==> src/rtl/path_scheduler_if.sv <==
// path_scheduler_if: schedule programming, control and FIFO handshake bundle of the route sequencer
interface path_scheduler_if #(
    parameter int ENTRIES = 8
);
    localparam int AW = ENTRIES > 1 ? $clog2(ENTRIES) : 1;
    logic inStart;
    logic inStop;
    logic inLoop;
    logic inCfgWrite;
    logic [AW-1:0] inCfgAddr;
    logic [16:0] inCfgData;
    logic [AW-1:0] inCfgLast;
    logic inInEmpty;
    logic inOutAlmostFull;
    logic outInReadEnable;
    logic outOutWriteEnable;
    logic [2:0] outSEL1;
    logic [1:0] outSEL6;
    logic [1:0] outSEL9;
    logic outSEL11;
    logic outSEL12;
    logic [2:0] outSEL15;
    logic outSEL17;
    logic [AW-1:0] outEntry;
    logic outBusy;
    logic outDone;
    modport master (
        output inStart, inStop, inLoop, inCfgWrite, inCfgAddr, inCfgData, inCfgLast, inInEmpty, inOutAlmostFull,
        input outInReadEnable, outOutWriteEnable, outSEL1, outSEL6, outSEL9, outSEL11, outSEL12, outSEL15,
        input outSEL17, outEntry, outBusy, outDone
    );
    modport slave (
        input inStart, inStop, inLoop, inCfgWrite, inCfgAddr, inCfgData, inCfgLast, inInEmpty, inOutAlmostFull,
        output outInReadEnable, outOutWriteEnable, outSEL1, outSEL6, outSEL9, outSEL11, outSEL12, outSEL15,
        output outSEL17, outEntry, outBusy, outDone
    );
endinterface

==> src/rtl/path_scheduler.sv <==
// path_scheduler: steps MUX/DEMUX selects through a programmed schedule, moving a fixed word burst per entry
module path_scheduler #(
    parameter int ENTRIES = 8,
    parameter int SETTLE_CYCLES = 2
) (
    input logic inClock,
    input logic inReset,
    path_scheduler_if.slave bus
);
    localparam int AW = ENTRIES > 1 ? $clog2(ENTRIES) : 1;
    localparam int SW = $clog2(SETTLE_CYCLES) + 1;
    typedef enum logic [2:0] {IDLE, LOAD, SETTLE, RUN, DRAIN} stateType;
    stateType state, nextState;
    logic [16:0] schedule [ENTRIES];
    logic [16:0] current;
    logic [AW-1:0] entry, lastEntry;
    logic [4:0] remaining;
    logic [SW-1:0] settleCount;
    logic stopPending, pop, settled;
    always_comb begin
        current = schedule[entry];
        settled = settleCount == SW'(SETTLE_CYCLES - 1);
        pop = state == RUN && !bus.inInEmpty && !bus.inOutAlmostFull && remaining != 5'd0 && !stopPending;
    end
    always_ff @(posedge inClock or negedge inReset)
        if (!inReset) state <= IDLE;
        else state <= nextState;
    // a pending stop only redirects at state boundaries, so selects never move under an in-flight word
    always_comb begin
        nextState = state;
        case (state)
            IDLE: nextState = bus.inStart && !bus.inStop ? LOAD : IDLE;
            LOAD: nextState = stopPending ? DRAIN : SETTLE;
            SETTLE: nextState = !settled ? SETTLE : stopPending ? DRAIN : RUN;
            RUN: nextState = stopPending || (pop && remaining == 5'd1) ? DRAIN : RUN;
            DRAIN: nextState = stopPending || (entry == lastEntry && !bus.inLoop) ? IDLE : LOAD;
            default: nextState = IDLE;
        endcase
    end
    always_comb begin
        bus.outBusy = state != IDLE;
        bus.outInReadEnable = pop;
        bus.outEntry = entry;
    end
    always_ff @(posedge inClock)
        if (state == IDLE && bus.inCfgWrite) schedule[bus.inCfgAddr] <= bus.inCfgData;
    always_ff @(posedge inClock or negedge inReset)
        if (!inReset) begin
            entry <= '0;
            lastEntry <= '0;
            remaining <= '0;
            settleCount <= '0;
            stopPending <= 1'b0;
            bus.outOutWriteEnable <= 1'b0;
            bus.outDone <= 1'b0;
            {bus.outSEL17, bus.outSEL15, bus.outSEL12, bus.outSEL11, bus.outSEL9, bus.outSEL6, bus.outSEL1} <= '0;
        end else begin
            bus.outOutWriteEnable <= pop;
            bus.outDone <= state == DRAIN && nextState == IDLE;
            stopPending <= state != IDLE && nextState != IDLE && (stopPending || bus.inStop);
            remaining <= state == LOAD ? (current[16:13] == 4'd0 ? 5'd16 : {1'b0, current[16:13]}) : remaining - 5'(pop);
            settleCount <= state == SETTLE ? settleCount + SW'(1) : '0;
            if (state == IDLE && nextState == LOAD) begin
                entry <= '0;
                lastEntry <= bus.inCfgLast;
            end
            if (state == DRAIN && nextState == LOAD) entry <= entry == lastEntry ? '0 : entry + 1'b1;
            if (state == LOAD)
                {bus.outSEL17, bus.outSEL15, bus.outSEL12, bus.outSEL11, bus.outSEL9, bus.outSEL6, bus.outSEL1} <= current[12:0];
        end
endmodule

==> src/flat_wrapper.sv <==
// flat-port wrapper written by rule: the top's interface ports become plain ports
module path_scheduler_flat 
#(
    parameter int ENTRIES = 8,
    parameter int SETTLE_CYCLES = 2
)
  (inClock, inReset, bus_inStart, bus_inStop, bus_inLoop, bus_inCfgWrite, bus_inCfgAddr, bus_inCfgData, bus_inCfgLast, bus_inInEmpty, bus_inOutAlmostFull, bus_outInReadEnable, bus_outOutWriteEnable, bus_outSEL1, bus_outSEL6, bus_outSEL9, bus_outSEL11, bus_outSEL12, bus_outSEL15, bus_outSEL17, bus_outEntry, bus_outBusy, bus_outDone);
  path_scheduler_if #(.ENTRIES(ENTRIES)) bus_i ();
  input logic inClock;
  input logic inReset;
  input wire logic [$bits(bus_i.inStart)-1:0] bus_inStart;
  input wire logic [$bits(bus_i.inStop)-1:0] bus_inStop;
  input wire logic [$bits(bus_i.inLoop)-1:0] bus_inLoop;
  input wire logic [$bits(bus_i.inCfgWrite)-1:0] bus_inCfgWrite;
  input wire logic [$bits(bus_i.inCfgAddr)-1:0] bus_inCfgAddr;
  input wire logic [$bits(bus_i.inCfgData)-1:0] bus_inCfgData;
  input wire logic [$bits(bus_i.inCfgLast)-1:0] bus_inCfgLast;
  input wire logic [$bits(bus_i.inInEmpty)-1:0] bus_inInEmpty;
  input wire logic [$bits(bus_i.inOutAlmostFull)-1:0] bus_inOutAlmostFull;
  output wire logic [$bits(bus_i.outInReadEnable)-1:0] bus_outInReadEnable;
  output wire logic [$bits(bus_i.outOutWriteEnable)-1:0] bus_outOutWriteEnable;
  output wire logic [$bits(bus_i.outSEL1)-1:0] bus_outSEL1;
  output wire logic [$bits(bus_i.outSEL6)-1:0] bus_outSEL6;
  output wire logic [$bits(bus_i.outSEL9)-1:0] bus_outSEL9;
  output wire logic [$bits(bus_i.outSEL11)-1:0] bus_outSEL11;
  output wire logic [$bits(bus_i.outSEL12)-1:0] bus_outSEL12;
  output wire logic [$bits(bus_i.outSEL15)-1:0] bus_outSEL15;
  output wire logic [$bits(bus_i.outSEL17)-1:0] bus_outSEL17;
  output wire logic [$bits(bus_i.outEntry)-1:0] bus_outEntry;
  output wire logic [$bits(bus_i.outBusy)-1:0] bus_outBusy;
  output wire logic [$bits(bus_i.outDone)-1:0] bus_outDone;
  assign bus_i.inStart = bus_inStart;
  assign bus_i.inStop = bus_inStop;
  assign bus_i.inLoop = bus_inLoop;
  assign bus_i.inCfgWrite = bus_inCfgWrite;
  assign bus_i.inCfgAddr = bus_inCfgAddr;
  assign bus_i.inCfgData = bus_inCfgData;
  assign bus_i.inCfgLast = bus_inCfgLast;
  assign bus_i.inInEmpty = bus_inInEmpty;
  assign bus_i.inOutAlmostFull = bus_inOutAlmostFull;
  assign bus_outInReadEnable = bus_i.outInReadEnable;
  assign bus_outOutWriteEnable = bus_i.outOutWriteEnable;
  assign bus_outSEL1 = bus_i.outSEL1;
  assign bus_outSEL6 = bus_i.outSEL6;
  assign bus_outSEL9 = bus_i.outSEL9;
  assign bus_outSEL11 = bus_i.outSEL11;
  assign bus_outSEL12 = bus_i.outSEL12;
  assign bus_outSEL15 = bus_i.outSEL15;
  assign bus_outSEL17 = bus_i.outSEL17;
  assign bus_outEntry = bus_i.outEntry;
  assign bus_outBusy = bus_i.outBusy;
  assign bus_outDone = bus_i.outDone;
  path_scheduler #(.ENTRIES(ENTRIES), .SETTLE_CYCLES(SETTLE_CYCLES)) u_core (.inClock(inClock), .inReset(inReset), .bus(bus_i));
endmodule
==> config.mk <==
export PLATFORM = sky130hd
export DESIGN_NAME = path_scheduler_flat
export DESIGN_NICKNAME = d
export VERILOG_FILES = /design/src/rtl/path_scheduler_if.sv /design/src/rtl/path_scheduler.sv /design/src/flat_wrapper.sv
export SDC_FILE = /design/constraint.sdc
export NUM_CORES = 1
export LEC_CHECK = 0
export BUFFER_PORTS_ARGS = -buffer_cell sky130_fd_sc_hd__buf_2
export CORE_MARGIN = 2
export CORE_UTILIZATION = 27
export DETAILED_ROUTE_END_ITERATION = 8
export SETUP_SLACK_MARGIN = 0.15
export SKIP_LAST_GASP = 1
export SYNTH_ARGS = -nofsm -noshare
export SYNTH_HDL_FRONTEND = slang
export SYNTH_SLANG_ARGS = --single-unit
==> constraint.sdc <==
create_clock -name inClock -period 5.8 [get_ports inClock]
set_input_delay 0.87 -clock inClock [delete_from_list [all_inputs] [get_ports inClock]]
set_output_delay 0.87 -clock inClock [all_outputs]
set_load 0.02 [all_outputs]
==> results summary, run 1 <==
The data arrival time at the worst-slack endpoint came out at 1.75 ns. The count of fill cells added during filler insertion is 2390. Of the synthesized area, sequential elements account for 0.742. In this run the clock root is driven by a sky130_fd_sc_hd__clkbuf_16. The worst hold path cell count came out at 1.

In the final layout, the share of cells above drive strength 1 is 0.314. sky130_fd_sc_hd__edfxtp_1 takes more of the synthesized area than any other cell. The total DRC errors in the routed layout is 0. For this design the static power due to leakage is 0.00268 uW. In this run the power density over the cells is 430 nW/um^2. The layout-stage area growth over the synthesis result came out at 19.6%.

The worst hold path terminates at u_core.settleCount[0]$_DFF_PN0_. The count of maximum capacitance violations is 0. The deepest level of the CTS H-tree came out at 4. Of all flip-flops after synthesis, the portion carrying an async set or reset was 0.190. The reg-to-reg setup timing slack is 3.60 ns. The top cell type's share of synthesized area came out at 0.620. The largest clock skew in the final design is 0.0129 ns.

The height of the die is 160 um. The number of cells on the worst reg-to-reg path is 5. The minimum clock period is 2.62 ns. The number of flops mapped to enable cells by yosys is 136. The startpoint of the lowest-slack register-to-register path is u_core.bus.outEntry[1]$_DFFE_PN0P_. The flip-flop and latch count after synthesis is 168.

For this block, the initial DRC count from the detailed router was 243. The number of distinct library cell variants in the gate-level netlist after synthesis is 36. The number of global-route vias before repair is 3563. The dominant synthesized flop cell is sky130_fd_sc_hd__edfxtp_1.

TritonCTS created 17 clock buffers. The gate count after technology mapping is 341. The number of antenna cells inserted is 0. The relative max-transition margin came out at 0.415. The floorplan has 57 rows.

After synthesis, the cell types taking the most area are sky130_fd_sc_hd__edfxtp_1 (62%), sky130_fd_sc_hd__dfrtp_1 (12%), sky130_fd_sc_hd__mux4_2 (9.2%), sky130_fd_sc_hd__mux2i_1 (3.0%), sky130_fd_sc_hd__mux4_1 (2.8%). The core area is 24100 um^2. The number of ports placed on the die boundary is 51. The starting density of the core is 0.273.

The type of the most critical hold path is reg -> reg. The final weighted congestion in routability-driven placement came out at 0.720. Entering global routing, the biggest net connects 37 pins. In the finished design, the share of the clock period the worst path needs comes to 0.453.

The post-CTS repair timing setup buffer count is 0. The synthesized netlist net count came out at 376. In this run the most critical hold path is launched from u_core.settleCount[0]$_DFF_PN0_. The global-route wire length before repair is 20400 um. The horizontal extent of the die came out at 160 um. STA classifies the critical path endpoint as an output port. The detailed-route via count came out at 3284.

Summed over all layers, the routed wires come to 13100 um. During placement, the flow inserted port buffers numbering 50. Summed over all layers, the global routing overflow is 0. The antenna violation net count after detailed routing came out at 0.

The number of vias per cell came out at 4.41. For this run, the top clock speed supported by timing is 381 MHz. The number of max-slew violations in the final report came out at 0. The post-CTS resize count is 0.

The cts-stage hold buffer count is 0. The overall track demand over capacity in global routing came out at 0.108. The flow ran to the end, and the final reports show no timing, DRC or antenna violations. The number of search-and-repair iterations in the first detailed-routing pass is 4.

The number of antenna violations at the first check in global routing came out at 0. The area of the die is 25700 um^2. Setup repair after global routing left no endpoint under its margin. The post-synthesis area per instance came out at 19.3 um^2.

After synthesis the cells add up to 6590 um^2. The total negative slack for setup checks came out at 0 ns. Clock-pin slew was measured on the worst setup and hold paths at 0.06 ns. The library cells used most frequently in the layout, excluding fill and tap cells, are sky130_fd_sc_hd__edfxtp_1 (136), sky130_fd_sc_hd__buf_2 (50), sky130_fd_sc_hd__nor2_1 (33). The post-detailed-placement half-perimeter wirelength is 7730 um.

The maximum fanout along the worst path came out at 7. The net total in the final layout is 442. For this run, the share of the core covered by cells in the final layout is 0.327. The end of the worst register-to-register path is u_core.remaining[4]$_DFF_PN0_. The largest vdd supply drop came out at 0.206 mV. The slew at the pin closest to its max-slew limit is 0.877 ns.

The average wire per standard cell is 17.6 um. The setup path with the least slack is of type reg -> out. TritonCTS built the clock tree. The count of warnings emitted by yosys came out at 0. The hold violation total from the final report was 0. The library cell used most frequently in the layout, excluding fill and tap cells, is sky130_fd_sc_hd__edfxtp_1. The clock sink count is 168.

The setup violation total in the final timing report is 0. The latest clock arrival within the worst-skew pair came out at 0.42 ns. The maximum root-to-sink buffer count is 2. The endpoint required time on the critical path came out at 4.93 ns.

The element type at the critical path start is a flip-flop.
==> per-stage QoR <==
stage	cell area, um^2	setup WS (ns)	instances	hold WS [ns]	power [uW]
final	7880	3.18	744	0.440	3390
after global routing	7880	3.07	744	0.480	3560
after CTS	7880	3.14	744	0.448	3440
after detailed placement	7260	3.24	712	0.439	2270
after global placement	7260	3.32	712	0.424	2250
after floorplan	6590	3.10	341	0.410	2040
==> power by group <==
part | switching, uW | internal [uW] | total (uW)
logic | 411 | 292 | 703
registers | 82.9 | 1440 | 1530
clock network | 461 | 698 | 1160
total | 955 | 2430 | 3390
==> registers in the layout, summed over array words and instances (netlist names) <==
signal                        flops
u_core.state                      3
u_core.lastEntry                  3
u_core.bus.outEntry               3
u_core.bus.outSEL12               1
u_core.bus.outSEL11               1
u_core.schedule                 136
u_core.settleCount                2
u_core.stopPending                1
u_core.bus.outSEL1                3
u_core.bus.outOutWriteEnable      1
u_core.bus.outSEL15               3
u_core.bus.outSEL6                2
u_core.bus.outSEL9                2
u_core.bus.outSEL17               1
u_core.remaining                  5
u_core.bus.outDone                1
==> cell usage after synthesis, types with 4 or more instances <==
cell type / n
sky130_fd_sc_hd__a21oi_1: 16
sky130_fd_sc_hd__buf_2: 9
sky130_fd_sc_hd__dfrtp_1: 32
sky130_fd_sc_hd__edfxtp_1: 136
sky130_fd_sc_hd__ha_1: 4
sky130_fd_sc_hd__inv_1: 7
sky130_fd_sc_hd__mux2_2: 4
sky130_fd_sc_hd__mux2i_1: 20
sky130_fd_sc_hd__mux4_1: 7
sky130_fd_sc_hd__mux4_2: 27
sky130_fd_sc_hd__nand2_1: 5
sky130_fd_sc_hd__nor2_1: 33
sky130_fd_sc_hd__nor3_1: 6
sky130_fd_sc_hd__xor2_1: 4
==> worst max-delay path: stages (launching register included) <==
cell and delay [ns]:
sky130_fd_sc_hd__dfrtp_1 0.46, sky130_fd_sc_hd__inv_1 0.12, sky130_fd_sc_hd__and4_1 0.26, sky130_fd_sc_hd__nand2_1 0.07, sky130_fd_sc_hd__a21oi_1 0.21, sky130_fd_sc_hd__buf_2 0.21
==> logic make-up after synthesis <==
kind of cell             after synthesis  synth area share
adder cells (fa/ha/maj)                4           0.00760
AO/OA/AOI/OAI                         25            0.0251
AND/OR/NAND/NOR                       58            0.0422
flip-flops                           168             0.742
multiplexers                          58             0.157
buffers and inverters                 22            0.0171
XOR/XNOR                               6           0.00912
==> worst max path at each step <==
stage	depth (start not counted)	endpoint	start	slack, ns
2_1_floorplan	2	u_core.schedule[0][0]$_DFFE_PP_	bus_inCfgAddr[0]	3.10
3_3_place_gp	5	bus_outInReadEnable	bus_inInEmpty	3.32
3_5_place_dp	5	bus_outInReadEnable	bus_inInEmpty	3.24
4_1_cts	5	bus_outInReadEnable	u_core.state[2]$_DFF_PN0_	3.14
5_1_grt	5	bus_outInReadEnable	u_core.state[2]$_DFF_PN0_	3.07
6_report	5	bus_outInReadEnable	u_core.state[2]$_DFF_PN0_	3.18
==> area by class of cell <==
class                      count  area, um^2  area share
sequential                   168        4890       0.620
multi-input combinational    151        1610       0.204
clock inverter                12         168      0.0213
clock buffer                  20         447      0.0567
inverter                       7        26.3     0.00333
tap                          324         405      0.0515
timing repair buffer          62         340      0.0432
==> routing by layer <==
metal,vias to the layer above,wire length [um],GRT usage
met5,-,0,0
met4,0,46,0.0254
met3,6,551,0.0325
met2,69,6920,0.186
met1,1724,5600,0.134
li1,1485,-,-
(Power assumes the default switching activity.)
==> run 2: changes to the inputs <==
clock period = 2.6 ns   (was 5.8 ns; I/O delays follow)
==> run 2 against run 1 <==
  * Total power increased by 130%
  * Core utilization up 0.15 points
  * Clock skew shrank 0.0070 ns
  * Wire length is 2.8% higher
  * Combinational power increased by 130%
  * Cell area increased by 0.46%
  * Highest routed layer is now met5
==> results summary, run 2 (synthesized netlist as in run 1, its figures left out) <==
The run finished with clean final reports. The highest attainable clock frequency is 461 MHz. The cell family contributing the most delay on the critical path is flip-flops. Setup repair after global routing left no endpoint under its margin. The number of non-filler instances in the completed layout came out at 745 (+0.13%). The net total in the final layout came out at 442 (unchanged). The cts-stage hold buffer count came out at 0 (unchanged). The total clock buffers created by CTS came out at 17 (unchanged). The average wire per standard cell came out at 18.1 um (+2.7%). The clock-pin slew on the worst setup and hold paths came out at 0.06 ns (about the same). On the critical path, the stage with the largest delay is an instance of sky130_fd_sc_hd__dfrtp_1. The setup violation total in the final timing report is 0 (unchanged).

The flip-flop count of the largest register, all copies and words added is 136 (unchanged). The buffer type at the clock tree root is sky130_fd_sc_hd__clkbuf_16. The areal power density over the cells is 964 nW/um^2 (+120%). The met1 track demand over resource in global routing came out at 0.147 (+0.0135).

The count of maximum capacitance violations is 0 (unchanged). The horizontal extent of the die was 160 um (unchanged). The starting density of the core is 0.273 (unchanged). The layout-stage area growth over the synthesis result came out at 20.2%.

The data arrival time at the worst-slack endpoint is 1.78 ns (+0.03 ns). The total DRC errors in the routed layout is 0 (unchanged). The post-CTS repair timing setup buffer count is 0 (unchanged). The post-detailed-placement half-perimeter wirelength came out at 8060 um (+4.2%). STA classifies the critical path startpoint as a flip-flop.

The final global-route overflow total is 0 (unchanged). The largest clock skew in the final design was 0.00581 ns (-0.00704 ns). The critical path in this run is classified as reg -> out. The global-route wire length before repair came to 21000 um (+2.8%). The port buffer count is 50 (unchanged). The number of max-slew violations in the final report is 0 (unchanged). The minimum clock period came out at 2.17 ns. The number of buffer and inverter instances along the worst setup path is 2 (unchanged). The overall track demand over capacity in global routing came out at 0.111 (+0.00333).

The relative max-transition margin is 0.433 (+0.0180). The count of routing violations after the opening detailed-route iteration came out at 273 (+12%). The total power of the final layout came out at 7630 uW (+130%). The clock sink count is 168 (unchanged).

The library cell used most frequently in the layout, excluding fill and tap cells, is sky130_fd_sc_hd__edfxtp_1. The deepest level of the CTS H-tree came to 4 (unchanged). The delay of the slowest critical-path stage came to 0.47 ns (about the same). The routing usage on met2 is 0.173 (-0.0134). The number of ports placed on the die boundary was 51 (unchanged). The total instance count after detailed placement is 712 (unchanged). Traced cell by cell, the critical path runs through inv_1 -> and4_1 -> nand2_1 -> a21oi_1 -> buf_2. The leakage power is 0.00269 uW (+0.33%).

In the final layout, the registers with the most flip-flops are u_core.schedule (136), u_core.remaining (5). The height of the die came out at 160 um (unchanged). TritonCTS built the clock tree. The maximum root-to-sink buffer count came out at 2 (unchanged). The post-CTS resize count was 0 (unchanged).

The largest vdd supply drop came out at 0.471 mV (+130%). The core area is 24100 um^2 (unchanged). The antenna violation net count after detailed routing is 0 (unchanged). The slew at the pin closest to its max-slew limit came out at 0.850 ns (-0.0269 ns).

The fraction of met3 tracks used by global routing is 0.0299 (-0.00260). The hold violation total from the final report came to 0 (unchanged). The final weighted congestion in routability-driven placement is 0.784 (+9.0%). The number of antenna violations at the first check in global routing came out at 1 (+1). The final critical-path share of the clock period is 0.834. The area of the die came out at 25700 um^2 (unchanged). The endpoint required time on the critical path is 2.21 ns (-2.72 ns). In this run the worst hold path is classified as in -> async.

The pre-CTS setup slack came out at 0.482 ns (-2.76 ns). The number of search-and-repair iterations in the first detailed-routing pass is 4 (unchanged). The number of core rows came out at 57 (unchanged). The total negative slack for setup checks was 0 ns (unchanged). The number of vias per cell is 4.48 (+1.5%). The share of the core filled with cells came out at 0.328 (+0.00150). The busiest layer in global routing is met2. Counting flops per register, the top entry is u_core.schedule. The detailed-route via count came out at 3338 (+1.6%). Leaving out fill and tap cells, the most frequent cells in the layout are sky130_fd_sc_hd__edfxtp_1 (136), sky130_fd_sc_hd__buf_2 (50), sky130_fd_sc_hd__nor2_1 (33).

The setup slack of the critical path after layout is 0.431 ns (-2.74 ns). STA classifies the critical path endpoint as an output port. The fraction of layout instances using a drive strength above 1 is 0.314 (unchanged). The latest clock arrival within the worst-skew pair is 0.43 ns (about the same). The number of global-route vias before repair came out at 3552 (-0.31%). The largest net degree at the start of global routing came out at 37 (unchanged). The maximum fanout along the worst path was 7 (unchanged). The post-detailed-routing wire length is 13500 um (+2.8%).
run 2: layer usage:
layer | wire (um) | part of all wire
met5 | 13 | 0.00096
met4 | 235 | 0.017
met3 | 687 | 0.051
met2 | 6390 | 0.47
met1 | 6160 | 0.46
run 2: worst paths after layout:
path	depth (start not counted)	slack [ns]	endpoint	from
worst min register to register	1	0.46	u_core.settleCount[0]$_DFF_PN0_	u_core.settleCount[0]$_DFF_PN0_
worst max-delay path	5	0.43	bus_outInReadEnable	u_core.state[2]$_DFF_PN0_
worst max register to register	4	0.52	u_core.schedule[0][9]$_DFFE_PP_	u_core.state[1]$_DFF_PN0_
worst min-delay path	1	0.07	u_core.bus.outEntry[1]$_DFFE_PN0P_	inReset
min in group inClock	2	0.20	u_core.lastEntry[2]$_DFFE_PN0P_	bus_inCfgLast[2]
max in group asynchronous	1	1.95	u_core.bus.outEntry[0]$_DFFE_PN0P_	inReset
run 2: layout make-up:
cell class,count,area [um^2]
Timing Repair Buffer,62,365
Tap cell,324,405
Fill cell,2329,16200
Clock inverter,11,163
Antenna cell,1,2.50
Multi-Input combinational cell,151,1610
Inverter,7,26.3
Clock buffer,21,460
Sequential cell,168,4890
run 2: through the flow:
stage / instance area, um^2 / hold WS, ns
6_report: 7920 / 0.0746
5_1_grt: 7910 / 0.144
4_1_cts: 7910 / 0.0968
3_5_place_dp: 7290 / 0.445
3_3_place_gp: 7290 / 0.423
2_1_floorplan: 6600 / 0.0944
run 2: report_power, final:
group	internal, uW	total (uW)	switching [uW]
sequential	3220	3420	200
clock	1580	2610	1030
combinational	669	1600	932
